**src/rtl/model_stream_loader.sv**
```systemverilog
// Quantized model weight stream loader: parses per-layer headers and weights from a byte stream into weight RAM.
// Optional trailing XOR checksum byte is enabled by defining MODEL_CHECKSUM_EN.
module model_stream_loader #(
  parameter int MAX_LAYERS   = 10,
  parameter int MAX_NEURONS  = 1024,
  parameter int WEIGHT_WIDTH = 8,
  parameter int ADDR_WIDTH   = 16
) (
  input  logic                    clk,
  input  logic                    rst_n,
  input  logic                    start_load,
  input  logic [7:0]              num_layers,
  input  logic                    s_valid,
  output logic                    s_ready,
  input  logic [7:0]              s_data,
  output logic                    wr_en,
  output logic [ADDR_WIDTH-1:0]   wr_addr,
  output logic [WEIGHT_WIDTH-1:0] wr_data,
  output logic                    layer_hdr_valid,
  output logic [7:0]              layer_idx,
  output logic [31:0]             layer_rows,
  output logic [31:0]             layer_cols,
  output logic [ADDR_WIDTH-1:0]   layer_base,
  output logic                    busy,
  output logic                    load_done,
  output logic                    error
);

  localparam int BPW = WEIGHT_WIDTH / 8;

  typedef enum logic [2:0] {
    S_IDLE,
    S_HDR,
    S_WGT,
`ifdef MODEL_CHECKSUM_EN
    S_CHK,
`endif
    S_DONE,
    S_ERR
  } state_t;

`ifdef MODEL_CHECKSUM_EN
  localparam state_t S_FIN = S_CHK;
`else
  localparam state_t S_FIN = S_DONE;
`endif

  state_t r_state, w_next;

  logic [63:0]             r_hdr;
  logic [2:0]              r_hcnt;
  logic [2:0]              r_wbyte;
  logic [WEIGHT_WIDTH-1:0] r_wacc;
  logic [31:0]             r_row, r_col;
  logic [ADDR_WIDTH:0]     r_addr;
  logic [7:0]              r_num_layers;
  logic [7:0]              r_layer_idx;
  logic [31:0]             r_layer_rows, r_layer_cols;
  logic [ADDR_WIDTH-1:0]   r_layer_base;
  logic                    r_hdr_valid;
  logic                    r_wr_en;
  logic [ADDR_WIDTH-1:0]   r_wr_addr;
  logic [WEIGHT_WIDTH-1:0] r_wr_data;
  logic [7:0]              r_xor;

  logic                    w_busy, w_accept, w_start;
  logic [63:0]             w_hdr_next;
  logic                    w_hdr_last, w_hdr_ok;
  logic [WEIGHT_WIDTH-1:0] w_wnext;
  logic                    w_wgt_done, w_ovf;
  logic                    w_layer_last, w_last_layer;

  // Handshake: a byte transfers on a rising clk edge where s_valid && s_ready; s_ready is
  // a pure function of state (high only while parsing) and never depends on s_valid.
  assign w_busy   = (r_state == S_HDR) || (r_state == S_WGT)
`ifdef MODEL_CHECKSUM_EN
                 || (r_state == S_CHK)
`endif
                 ;
  assign w_accept = s_valid && w_busy;
  assign w_start  = start_load && !w_busy;

  // Header bytes shift in from the top, so after 8 bytes rows sit in [31:0] and cols in [63:32].
  assign w_hdr_next = {s_data, r_hdr[63:8]};
  assign w_hdr_last = w_accept && (r_state == S_HDR) && (r_hcnt == 3'd7);
  assign w_hdr_ok   = (w_hdr_next[31:0] != 32'd0) && (w_hdr_next[63:32] != 32'd0) &&
                      (w_hdr_next[31:0] <= 32'(MAX_NEURONS)) &&
                      (w_hdr_next[63:32] <= 32'(MAX_NEURONS));

  assign w_wnext      = WEIGHT_WIDTH'({s_data, r_wacc} >> 8);
  assign w_wgt_done   = w_accept && (r_state == S_WGT) && (r_wbyte == 3'(BPW - 1));
  assign w_ovf        = r_addr[ADDR_WIDTH];
  assign w_layer_last = w_wgt_done && (r_col == r_layer_cols - 32'd1) &&
                        (r_row == r_layer_rows - 32'd1);
  assign w_last_layer = (r_layer_idx + 8'd1) == r_num_layers;

  always_ff @(posedge clk or negedge rst_n) begin
    if (!rst_n) r_state <= S_IDLE;
    else        r_state <= w_next;
  end

  always_comb begin
    w_next = r_state;
    case (r_state)
      S_IDLE, S_DONE, S_ERR: begin
        if (start_load) begin
          if (num_layers == 8'd0)                 w_next = S_FIN;
          else if (num_layers > 8'(MAX_LAYERS))   w_next = S_ERR;
          else                                    w_next = S_HDR;
        end
      end
      S_HDR: begin
        if (w_hdr_last) w_next = w_hdr_ok ? S_WGT : S_ERR;
      end
      S_WGT: begin
        if (w_wgt_done) begin
          if (w_ovf)             w_next = S_ERR;
          else if (w_layer_last) w_next = w_last_layer ? S_FIN : S_HDR;
        end
      end
`ifdef MODEL_CHECKSUM_EN
      S_CHK: begin
        if (w_accept) w_next = (s_data == r_xor) ? S_DONE : S_ERR;
      end
`endif
      default: w_next = S_IDLE;
    endcase
  end

  always_ff @(posedge clk or negedge rst_n) begin
    if (!rst_n) begin
      r_hdr        <= '0;
      r_hcnt       <= '0;
      r_wbyte      <= '0;
      r_wacc       <= '0;
      r_row        <= '0;
      r_col        <= '0;
      r_addr       <= '0;
      r_num_layers <= '0;
      r_layer_idx  <= '0;
      r_layer_rows <= '0;
      r_layer_cols <= '0;
      r_layer_base <= '0;
      r_hdr_valid  <= 1'b0;
      r_wr_en      <= 1'b0;
      r_wr_addr    <= '0;
      r_wr_data    <= '0;
      r_xor        <= '0;
    end else begin
      r_wr_en     <= 1'b0;
      r_hdr_valid <= 1'b0;
      if (w_start) begin
        r_num_layers <= num_layers;
        r_layer_idx  <= '0;
        r_addr       <= '0;
        r_hcnt       <= '0;
        r_wbyte      <= '0;
        r_row        <= '0;
        r_col        <= '0;
        r_xor        <= '0;
      end else if (w_accept) begin
        r_xor <= r_xor ^ s_data;
        if (r_state == S_HDR) begin
          r_hdr  <= w_hdr_next;
          r_hcnt <= r_hcnt + 3'd1;
          if (w_hdr_last && w_hdr_ok) begin
            r_layer_rows <= w_hdr_next[31:0];
            r_layer_cols <= w_hdr_next[63:32];
            r_layer_base <= r_addr[ADDR_WIDTH-1:0];
            r_hdr_valid  <= 1'b1;
            r_row        <= '0;
            r_col        <= '0;
            r_wbyte      <= '0;
          end
        end else if (r_state == S_WGT) begin
          if (w_wgt_done) begin
            r_wbyte <= '0;
            // An address past the top of RAM is never written; the FSM goes to ERR instead.
            if (!w_ovf) begin
              r_wr_en   <= 1'b1;
              r_wr_addr <= r_addr[ADDR_WIDTH-1:0];
              r_wr_data <= w_wnext;
              r_addr    <= r_addr + (ADDR_WIDTH+1)'(1);
            end
            if (r_col == r_layer_cols - 32'd1) begin
              r_col <= '0;
              r_row <= r_row + 32'd1;
            end else begin
              r_col <= r_col + 32'd1;
            end
            if (w_layer_last && !w_last_layer) r_layer_idx <= r_layer_idx + 8'd1;
          end else begin
            r_wacc  <= w_wnext;
            r_wbyte <= r_wbyte + 3'd1;
          end
        end
      end
    end
  end

  assign s_ready         = w_busy;
  assign busy            = w_busy;
  assign load_done       = (r_state == S_DONE);
  assign error           = (r_state == S_ERR);
  assign wr_en           = r_wr_en;
  assign wr_addr         = r_wr_addr;
  assign wr_data         = r_wr_data;
  assign layer_hdr_valid = r_hdr_valid;
  assign layer_idx       = r_layer_idx;
  assign layer_rows      = r_layer_rows;
  assign layer_cols      = r_layer_cols;
  assign layer_base      = r_layer_base;

endmodule

```
**config.mk**
```make
export PLATFORM = sky130hd
export DESIGN_NAME = model_stream_loader
export DESIGN_NICKNAME = d
export VERILOG_FILES = /design/src/rtl/model_stream_loader.sv
export SDC_FILE = /design/constraint.sdc
export NUM_CORES = 1
export LEC_CHECK = 0
export ABC_AREA = 1
export CAP_MARGIN = 10
export CORE_AREA = 5 5 183 167
export CTS_BUF_LIST = sky130_fd_sc_hd__clkbuf_4 sky130_fd_sc_hd__clkbuf_8
export CTS_CLUSTER_DIAMETER = 120
export CTS_CLUSTER_SIZE = 25
export DETAILED_ROUTE_END_ITERATION = 10
export DIE_AREA = 0 0 188 172
export GPL_TIMING_DRIVEN = 0
export PLACE_DENSITY = 0.76
export SKIP_LAST_GASP = 1
export SYNTH_ARGS = -nofsm -noshare
export SYNTH_HDL_FRONTEND = slang
export SYNTH_SLANG_ARGS = --single-unit
```
**constraint.sdc**
```tcl
create_clock -name clk -period 3.13 [get_ports clk]
set_input_delay 0.626 -clock clk [delete_from_list [all_inputs] [get_ports clk]]
set_output_delay 0.626 -clock clk [all_outputs]
set_load 0.02 [all_outputs]
```
Word level (Yosys, flattened, before mapping)
Cells that the tools add are included.
{"block": "op_classes", "reduce_logical": 41, "n_addsub": 8, "n_lt_le_gt_ge": 3, "n_bitwise": 3, "n_eq_ne": 15, "muxes": 54}
{"op": "two-way mux 32 bit", "n": 13}
{"op": "two-way mux 17 bit", "n": 6}
{"op": "adder 32 x 1 -> 32 bit (second input constant)", "n": 2}
{"op": "== test 32 bit", "n": 2}
{"op": "less-or-equal comparator 32 x 11 -> 1 bit (second input constant)", "n": 2}
{"op": "nonzero test 32 bit", "n": 2}
{"op": "subtractor 32 x 1 -> 32 bit (second input constant)", "n": 2}
{"op": "two-way mux 3 bit", "n": 17}
{"op": "two-way mux 8 bit", "n": 6}
{"op": "adder 17 x 1 -> 17 bit (second input constant)", "n": 1}
{"op": "AND reduction 4 bit", "n": 4}
{"op": "AND reduction 5 bit", "n": 3}
{"op": "logical AND 1 bit", "n": 13}
{"op": "two-way mux 1 bit", "n": 10}
{"op": "nonzero test 2 bit", "n": 5}
{"op": "case mux 3 bit (3 select lines)", "n": 1}
{"op": "nonzero test 3 bit", "n": 3}
{"op": "adder 8 x 1 -> 8 bit (second input constant)", "n": 1}
{"op": "== test 8 bit", "n": 1}
{"op": "> comparator 8 x 4 -> 1 bit (second input constant)", "n": 1}
{"op": "zero test 8 bit", "n": 1}
{"op": "inequality test 2 bit (second input constant)", "n": 4}
{"op": "adder 3 x 1 -> 3 bit (second input constant)", "n": 2}
{"op": "== test 3 x 2 -> 1 bit (second input constant)", "n": 2}
{"op": "14 further kinds", "n": 20}
{"block": "totals", "in_bits": 20, "out_inout_bits": 118, "ff_bits": 276}

Longest topological paths before layout
Gate-level depths: netlist of the first run.
{"block": "depth", "word_depth": 14, "depth_mapped": 20, "depth_no_buf": 19}

Worst setup path before layout of the first run
No wires, ideal clock.
{"block": "synth_timing", "kind": "flip-flop to flip-flop", "from": "register r_layer_cols[0], in the netlist layer_cols[0]", "to": "register r_row[5]", "setup_slack_ns": 0.623, "path_buffers": 1, "stages_incl_launch_ff": 18, "synth_period_minus_slack_ns": 2.507, "setup_ns": 0.118, "arrival_time_ns": 2.389, "required_ns": 3.012, "cell_sequence": "dfrtp_1 inv_1 ha_1 nand2_4 nor2_8 nand2_2 nor2_1 xnor2_1 nand3_1 nor2_1 nand3_2 nand2_1 inv_2 nor2_8 inv_2 buf_6 nand2_2 o21ai_2"}
{"block": "synth_between", "elab_chain_len": 4}
{"item": "from (decl)", "line_no": "58", "text": "logic [31:0] r_layer_rows, r_layer_cols;"}
{"item": "from (signal assigned)", "line_no": "168", "text": "r_layer_cols <= w_hdr_next[63:32];"}
{"item": "subtractor 32 x 1 -> 32 bit", "line_no": "185", "text": "if (r_col == r_layer_cols - 32'd1) begin"}
{"item": "== test 32 bit", "line_no": "185"}
{"item": "nonzero test 3 bit (no line)"}
{"item": "AND reduction 5 bit (no line)"}
{"item": "to (signal assigned)", "line_no": "187", "text": "r_row <= r_row + 32'd1;"}
{"item": "to (decl)", "line_no": "54", "text": "logic [31:0] r_row, r_col;"}
No other way between the ends.
A chain may end at the register's enable or synchronous reset.

Final worst setup path of the first run
{"block": "layout_timing", "from": "register r_layer_cols[0], in the netlist layer_cols[0]", "to": "register r_row[27]"}
Same word-level chain as after synthesis.

==> impl_results.md, run 1 <==
- R2R setup slack: 0.18 ns
- Yosys top cell area share: 43.56%
- Mapped cell area: 15,400 µm²
- Yosys warns: 0
- Worst r2r src: layer_cols[0]
- Rel. slew slack: 46.87%
- Period minus WS final: 2.949 ns
- Post-synthesis sequential area ratio: 43.56%
- Cell mode on critical path: nand2_1
- Hold crit path type: primary input to async pin
- Worst EP required: 3.60 ns
- Area of the die: 32,340 µm²
- CTS sink count: 268
- Drt total wl: 44,040 µm
- # DRC: 0
- GRT overflow: 0
- FF+latch count, synth: 268
- Footprint of the multi-input gates: 7385 µm²
- Largest net degree at the start of global routing: 105
- Max clock buf depth: 3
- CP max stage cell: dfrtp_1
- Max-cap violations: 0
- # H-tree levels: 1
- RSZ-0062 raised after global routing: true
- Initial Util: 54.04%
- Fmax: 0.3391 GHz
- CTS tree: done
- DRT iter0 DRCs: 1,421
- Via count: 14,370
- Die height: 172 µm
- N_diodes: 0
- Clock root cell: clkbuf_8
- Final Core Density: 61.51%
- PD cells: 315.0 nW/µm²
- Post-synth EDFFs: 0
- Area leader, netlist: dfrtp_1
- Area added between synthesis and finish: 13.84%
- Routed WL per cell: 16.58 µm
- GRT Resource Usage Total: 26.81%
- Pre-antenna DRT Iters: 6
- Fillers: 2,669
- Synth Flop Type: dfrtp_1
- Final Setup Violations: 0
- Detailed Place HPWL: 34,050 µm
- Post-synth cell types: 42
- Status: completed
- Most frequent cells in the layout: 622 x nand2_1, 268 x dfrtp_1, 267 x inv_1
- PortBufs: 137
- Worst slew pin tran: 0.7969 ns
- Slew Limit Fails: 0
- Num CTS Buffers: 14
- Total power: 5.521 mW
- Std-Cell Rows: 59
- Clk_lat worst skew: 0.57 ns
- Critical Path Sink Type: flop
- GP Congestion: 0.9519
- Peak supply drop: 0.3176 mV
- Detail Route Antenna Nets: 0
- NumNets Final: 2,320
- Final non-filler cell total: 2,656
- CP Max Fanout: 10
- Synth Instances: 2,133
- Leakage: 8.829 nW
- Mapped Nets: 2,163
- Worst setup endpoint: r_row[27]
- Critical path cell sequence: inv_1 > ha_2 > nand2_4 > nor2_8 > nand3_1 > nor2_1 > nand2_1 > nand2_1 > nand3_1 > nor2_1 > nand3_2 > nand2_1 > inv_2 > nor2_8 > inv_2 > buf_6 > nand2_2 > o21ai_2
- Share of layout cells above drive strength 1: 3.974%
- Commonest non-fill, non-tap cell in the layout: nand2_1
- Pre-CTS setup slack: -0.2441 ns
- Final hold viol count: 0
- Element type at the critical path start: flop
- Vias per inst: 5.409
- Clk slew on worst S/H paths: 0.17 ns
- Core Region: 28,490 µm²
- Storage cell area: 6706 µm²
- Worst setup path start: layer_cols[0]
- Worst reg2reg path endpoint: r_row[27]
- Syn_area_per_cell: 7.219 µm²
- IO Pins: 138
- First-pass GRT wire length: 70,900 µm
- Die width: 188 µm
- DP Cell Count: 2,638
- Top cells by area, synth: dfrtp_1 44%, nand2_1 15%, inv_1 6.5%
- Fin crit share: 94.23%
- Post-Route Skew: 0.03672 ns
- Worst reg2reg path depth: 18
- Setup Crit Path Kind: flop to flop
- CP peak stage delay: 0.46 ns
- Antenna violations before repair: 1
- Post-synthesis async set-or-reset flop share: 100.0%
- Vias in the first global route: 13,560
- Critical path arrival: 3.41 ns
- Worst setup slack after layout: 0.1806 ns
[synthesized netlist by cell type, types with 2 or more instances]
master	number
nor2_8	2
o21ai_0	134
buf_6	3
nand3b_1	20
and2_1	2
a21oi_1	21
xnor2_1	42
nor2_4	2
nor3b_1	2
and3_1	2
o21bai_1	5
nor2_1	251
nor4_1	17
nand2_1	622
a221oi_1	2
ha_1	10
nand3_1	140
inv_1	267
o21ai_1	16
clkbuf_1	50
xor2_1	74
nand2_2	13
nor3_1	62
inv_2	7
nand4_1	47
buf_4	4
o22ai_1	4
buf_2	6
clkinv_1	3
or2_2	6
dfrtp_1	268
nor2_2	9
o21ai_2	11
[per-stage QoR]
stage               TNS (ns)  hold slack (ns)  area (µm²)
floorplan                  0           0.3304       15400
global placement    -2686.41           0.4531       17230
detailed placement    -10.89           0.4661       17290
CTS                        0          0.05534       17500
global route         -0.1201          0.08558       17530
finish                     0          0.05212       17530
[area by class of cell]
| type | instances | area share (%) |
|---|---|---|
| multi-input combinational | 1525 | 42.13 |
| buffer | 63 | 1.613 |
| tap | 366 | 2.613 |
| clock buffer | 14 | 1.099 |
| timing repair buffer | 141 | 8.252 |
| clock inverter | 2 | 0.09994 |
| sequential | 268 | 38.26 |
| inverter | 277 | 5.932 |
[timing repair]
action                                 in CTS  in global routing
buffers inserted                            0                  2
resized for setup                           0                  6
endpoints found under the hold margin       0                  0
hold buffers                                0                  0
setup endpoints to repair                   0                 73
[how the worst min path moves through the flow]
stage | start | endpoint | slack (ns) | depth (start not counted)
6_report | rst_n | wr_addr[10] | 0.05 | 1
5_1_grt | rst_n | layer_rows[27] | 0.09 | 1
4_1_cts | rst_n | r_col[5] | 0.06 | 1
3_5_place_dp | wr_data[5] | wr_data[5] | 0.47 | 2
3_3_place_gp | wr_data[1] | wr_data[1] | 0.45 | 2
2_1_floorplan | rst_n | layer_base[0] | 0.33 | 0
[where the power goes]
part	leakage, nW	internal, mW	total (mW)	switching (mW)
registers	3.46	3.52	3.58	0.0585
clock network	0.110	0.427	1.52	1.10
logic	5.26	0.132	0.423	0.290
[cells by family (layout without fill, tap and decap cells)]
logic type / count (synthesis) / after routing / share of synthesized area, %
AND/OR/NAND/NOR: 1201 / 1201 / 33.49
buffers and inverters: 340 / 497 / 8.581
flip-flops: 268 / 268 / 43.56
AO/OA/AOI/OAI: 198 / 198 / 6.964
XOR/XNOR: 116 / 116 / 6.598
adder cells (fa/ha/maj): 10 / 10 / 0.8126
[state kept, by name (all words and copies together), names as in the netlist, 16 cells and up]
register / cells
layer_cols: 32
r_row: 32
layer_base: 16
r_col: 32
layer_rows: 32
wr_addr: 16
r_hdr: 56
r_addr: 17
[per-layer routing]
metal,global-route usage (%),vias up,wire length (µm),part of all wire (%)
met5,0,-,13,0.030
met4,5.552,2,816,1.9
met3,3.855,52,3084,7.0
met2,42.55,486,19630,45
met1,39.70,6790,20490,47
li1,-,7037,-,-
[worst max-delay path: cells and delay by family, from the launching register on]
family	cells	cell delay, ns
flip-flops	1	0.46
AND/OR/NAND/NOR	12	1.58
adder cells (fa/ha/maj)	1	0.24
buffers and inverters	4	0.51
AO/OA/AOI/OAI	1	0.05
(Power assumes the default switching activity.)
==> inputs of run 2 (changes only) <==
--- a/config.mk
+++ b/config.mk
@@ -7,14 +7,14 @@
 export LEC_CHECK = 0
 export ABC_AREA = 1
 export CAP_MARGIN = 10
-export CORE_AREA = 5 5 183 167
+export CORE_AREA = 5 5 175 160
 export CTS_BUF_LIST = sky130_fd_sc_hd__clkbuf_4 sky130_fd_sc_hd__clkbuf_8
 export CTS_CLUSTER_DIAMETER = 120
 export CTS_CLUSTER_SIZE = 25
 export DETAILED_ROUTE_END_ITERATION = 10
-export DIE_AREA = 0 0 188 172
+export DIE_AREA = 0 0 180 165
 export GPL_TIMING_DRIVEN = 0
-export PLACE_DENSITY = 0.76
+export PLACE_DENSITY = 0.82
 export SKIP_LAST_GASP = 1
 export SYNTH_ARGS = -nofsm -noshare
 export SYNTH_HDL_FRONTEND = slang
==> impl_results.md, run 2 (synthesized netlist as in run 1, its figures left out) <==
- Setup TNS: 0 ns (unchanged)
- PD cells: 313.3 nW/µm² (-0.55%)
- Highest metal used: met4
- DRT iter0 DRCs: 1,505 (+5.9%)
- Initial Util: 59.55% (+5.5 points)
- Detailed Place HPWL: 34,070 µm (about the same)
- CTS tree: done
- GRT overflow: 0 (unchanged)
- Final Core Density: 67.75% (+6.2 points)
- CP Max Fanout: 10 (unchanged)
- Rel. slew slack: 45.95% (-0.92 points)
- Worst reg2reg path depth: 17 (-1)
- Worst reg2reg path endpoint: r_row[25]
- GRT Resource Usage Total: 29.57% (+2.8 points)
- Clk_lat worst skew: 0.55 ns (-0.02 ns)
- First-pass GRT wire length: 71,900 µm (+1.4%)
- Leakage: 8.825 nW (about the same)
- # H-tree levels: 1 (unchanged)
- Max-cap violations: 0 (unchanged)
- Met1 Wirelength: 19,540 µm (-4.7%)
- Max reg flops: 56 (unchanged)
- Post-Route Skew: 0.01623 ns (-0.02049 ns)
- Worst r2r src: layer_cols[8]
- Peak supply drop: 0.3799 mV (+20%)
- Worst setup endpoint: r_row[25]
- Setup Crit Path Kind: flop to flop
- Clk slew on worst S/H paths: 0.15 ns (-0.02 ns)
- RSZ-0062 raised after global routing: false
- Top reg by flops: r_hdr
- Num CTS Buffers: 14 (unchanged)
- Clock root cell: clkbuf_8
- NumNets Final: 2,320 (unchanged)
- Final non-filler cell total: 2,639 (-0.64%)
- Most frequent cells in the layout: 622 x nand2_1, 268 x dfrtp_1, 266 x inv_1
- CTS sink count: 268 (unchanged)
- PortBufs: 137 (unchanged)
- Total power: 5.487 mW (-0.62%)
- Drt total wl: 44,060 µm (about the same)
- Std-Cell Rows: 56 (-5.1%)
- Met3 WL: 3560 µm (+15%)
- Fin area: 17,520 µm² (about the same)
- Fin Hold WS: 0.4959 ns (+0.4438 ns)
- # DRC: 0 (unchanged)
- Die width: 180 µm (-4.3%)
- Critical path arrival: 3.38 ns (-0.03 ns)
- Die height: 165 µm (-4.1%)
- Hold crit path type: flop to flop
- Total placed instance area: 17,260 µm² (-0.13%)
- Antenna violations before repair: 1 (unchanged)
- Commonest non-fill, non-tap cell in the layout: nand2_1
- Final Setup Violations: 0 (unchanged)
- Vias in the first global route: 14,100 (+4.0%)
- Worst EP required: 3.59 ns (about the same)
- Worst setup path start: layer_cols[8]
- Max clock buf depth: 3 (unchanged)
- Core Region: 25,850 µm² (-9.3%)
- Vias per inst: 5.540 (+2.4%)
- Final hold viol count: 0 (unchanged)
- Pre-antenna DRT Iters: 6 (unchanged)
- Element type at the critical path start: flop
- Fin crit share: 93.37% (-0.86 points)
- Period minus WS final: 2.923 ns (-0.02684 ns)
- Share of layout cells above drive strength 1: 4.061% (+0.087 points)
- DP Cell Count: 2,620 (-0.68%)
- Routed WL per cell: 16.70 µm (+0.70%)
- Worst setup slack after layout: 0.2074 ns (+0.02684 ns)
- R2R setup slack: 0.21 ns (+0.03 ns)
- Status: completed
- Slew Limit Fails: 0 (unchanged)
- Critical Path Sink Type: flop
- Routed wl met2: 20,010 µm (+1.9%)
- IO Pins: 138 (unchanged)
- Worst slew pin tran: 0.8107 ns (+0.01379 ns)
- Detail Route Antenna Nets: 0 (unchanged)
- Via count: 14,620 (+1.8%)
- GP Congestion: 0.9896 (+4.0%)
- Fmax: 0.3422 GHz (+0.92%)
- Area of the die: 29,700 µm² (-8.2%)
- Largest net degree at the start of global routing: 120 (+14%)
- Area added between synthesis and finish: 13.76% (about the same)
- Pre-CTS setup slack: -0.2448 ns (-0.0006420 ns)
## run 2: repair_timing
action | 4_1_cts | 5_1_grt
gates resized for setup | 0 | 9
hold endpoints to repair | 51 | 0
endpoints found under the setup margin | 0 | 70
setup buffers | 0 | 1
hold buffers | 1 | 0
## run 2: power breakdown
| part | total (mW) | internal [mW] | switching, mW |
|---|---|---|---|
| Combinational | 0.422 | 0.130 | 0.291 |
| Sequential | 3.58 | 3.52 | 0.0581 |
| Clock | 1.49 | 0.427 | 1.06 |
## run 2: per-layer routing
metal,global-route usage (%),vias up
li1,-,7042
met2,48.65,628
met5,0,-
met1,42.34,6883
met4,6.752,0
met3,3.942,67
## run 2: layout make-up
type,count,area (µm²)
Fill cell,2215,8339
Multi-Input combinational cell,1525,7390
Sequential cell,268,6706
Timing Repair Buffer,141,1449
Inverter,277,1040
Tap cell,348,435.4
Buffer,63,282.8
Clock buffer,14,192.7
Clock inverter,2,17.52
Antenna cell,1,2.502
## run 2: critical path, stage by stage (launching register included)
cell and delay [ns]:
dfrtp_1 0.48, nor2_1 0.17, nand2_1 0.13, nor2_1 0.26, nand2_1 0.21, o21ai_1 0.17, nand2_1 0.09, nor2_1 0.09
nand2_1 0.07, nor2_1 0.16, nand3_2 0.16, nand2_1 0.10, inv_2 0.09, nor2_8 0.23, inv_2 0.11, buf_6 0.17
nand2_1 0.07, nand2_1 0.06
## run 2: worst min path at each step
stage,startpoint,to,slack (ns),cells after the start
final,wr_data[4],wr_data[4],0.50,2
after global routing,wr_data[6],wr_data[6],0.53,2
after CTS,wr_data[0],wr_data[0],0.50,2
after detailed placement,wr_data[1],wr_data[1],0.46,2
after global placement,wr_data[6],wr_data[6],0.45,2
after floorplan,rst_n,layer_base[0],0.33,0
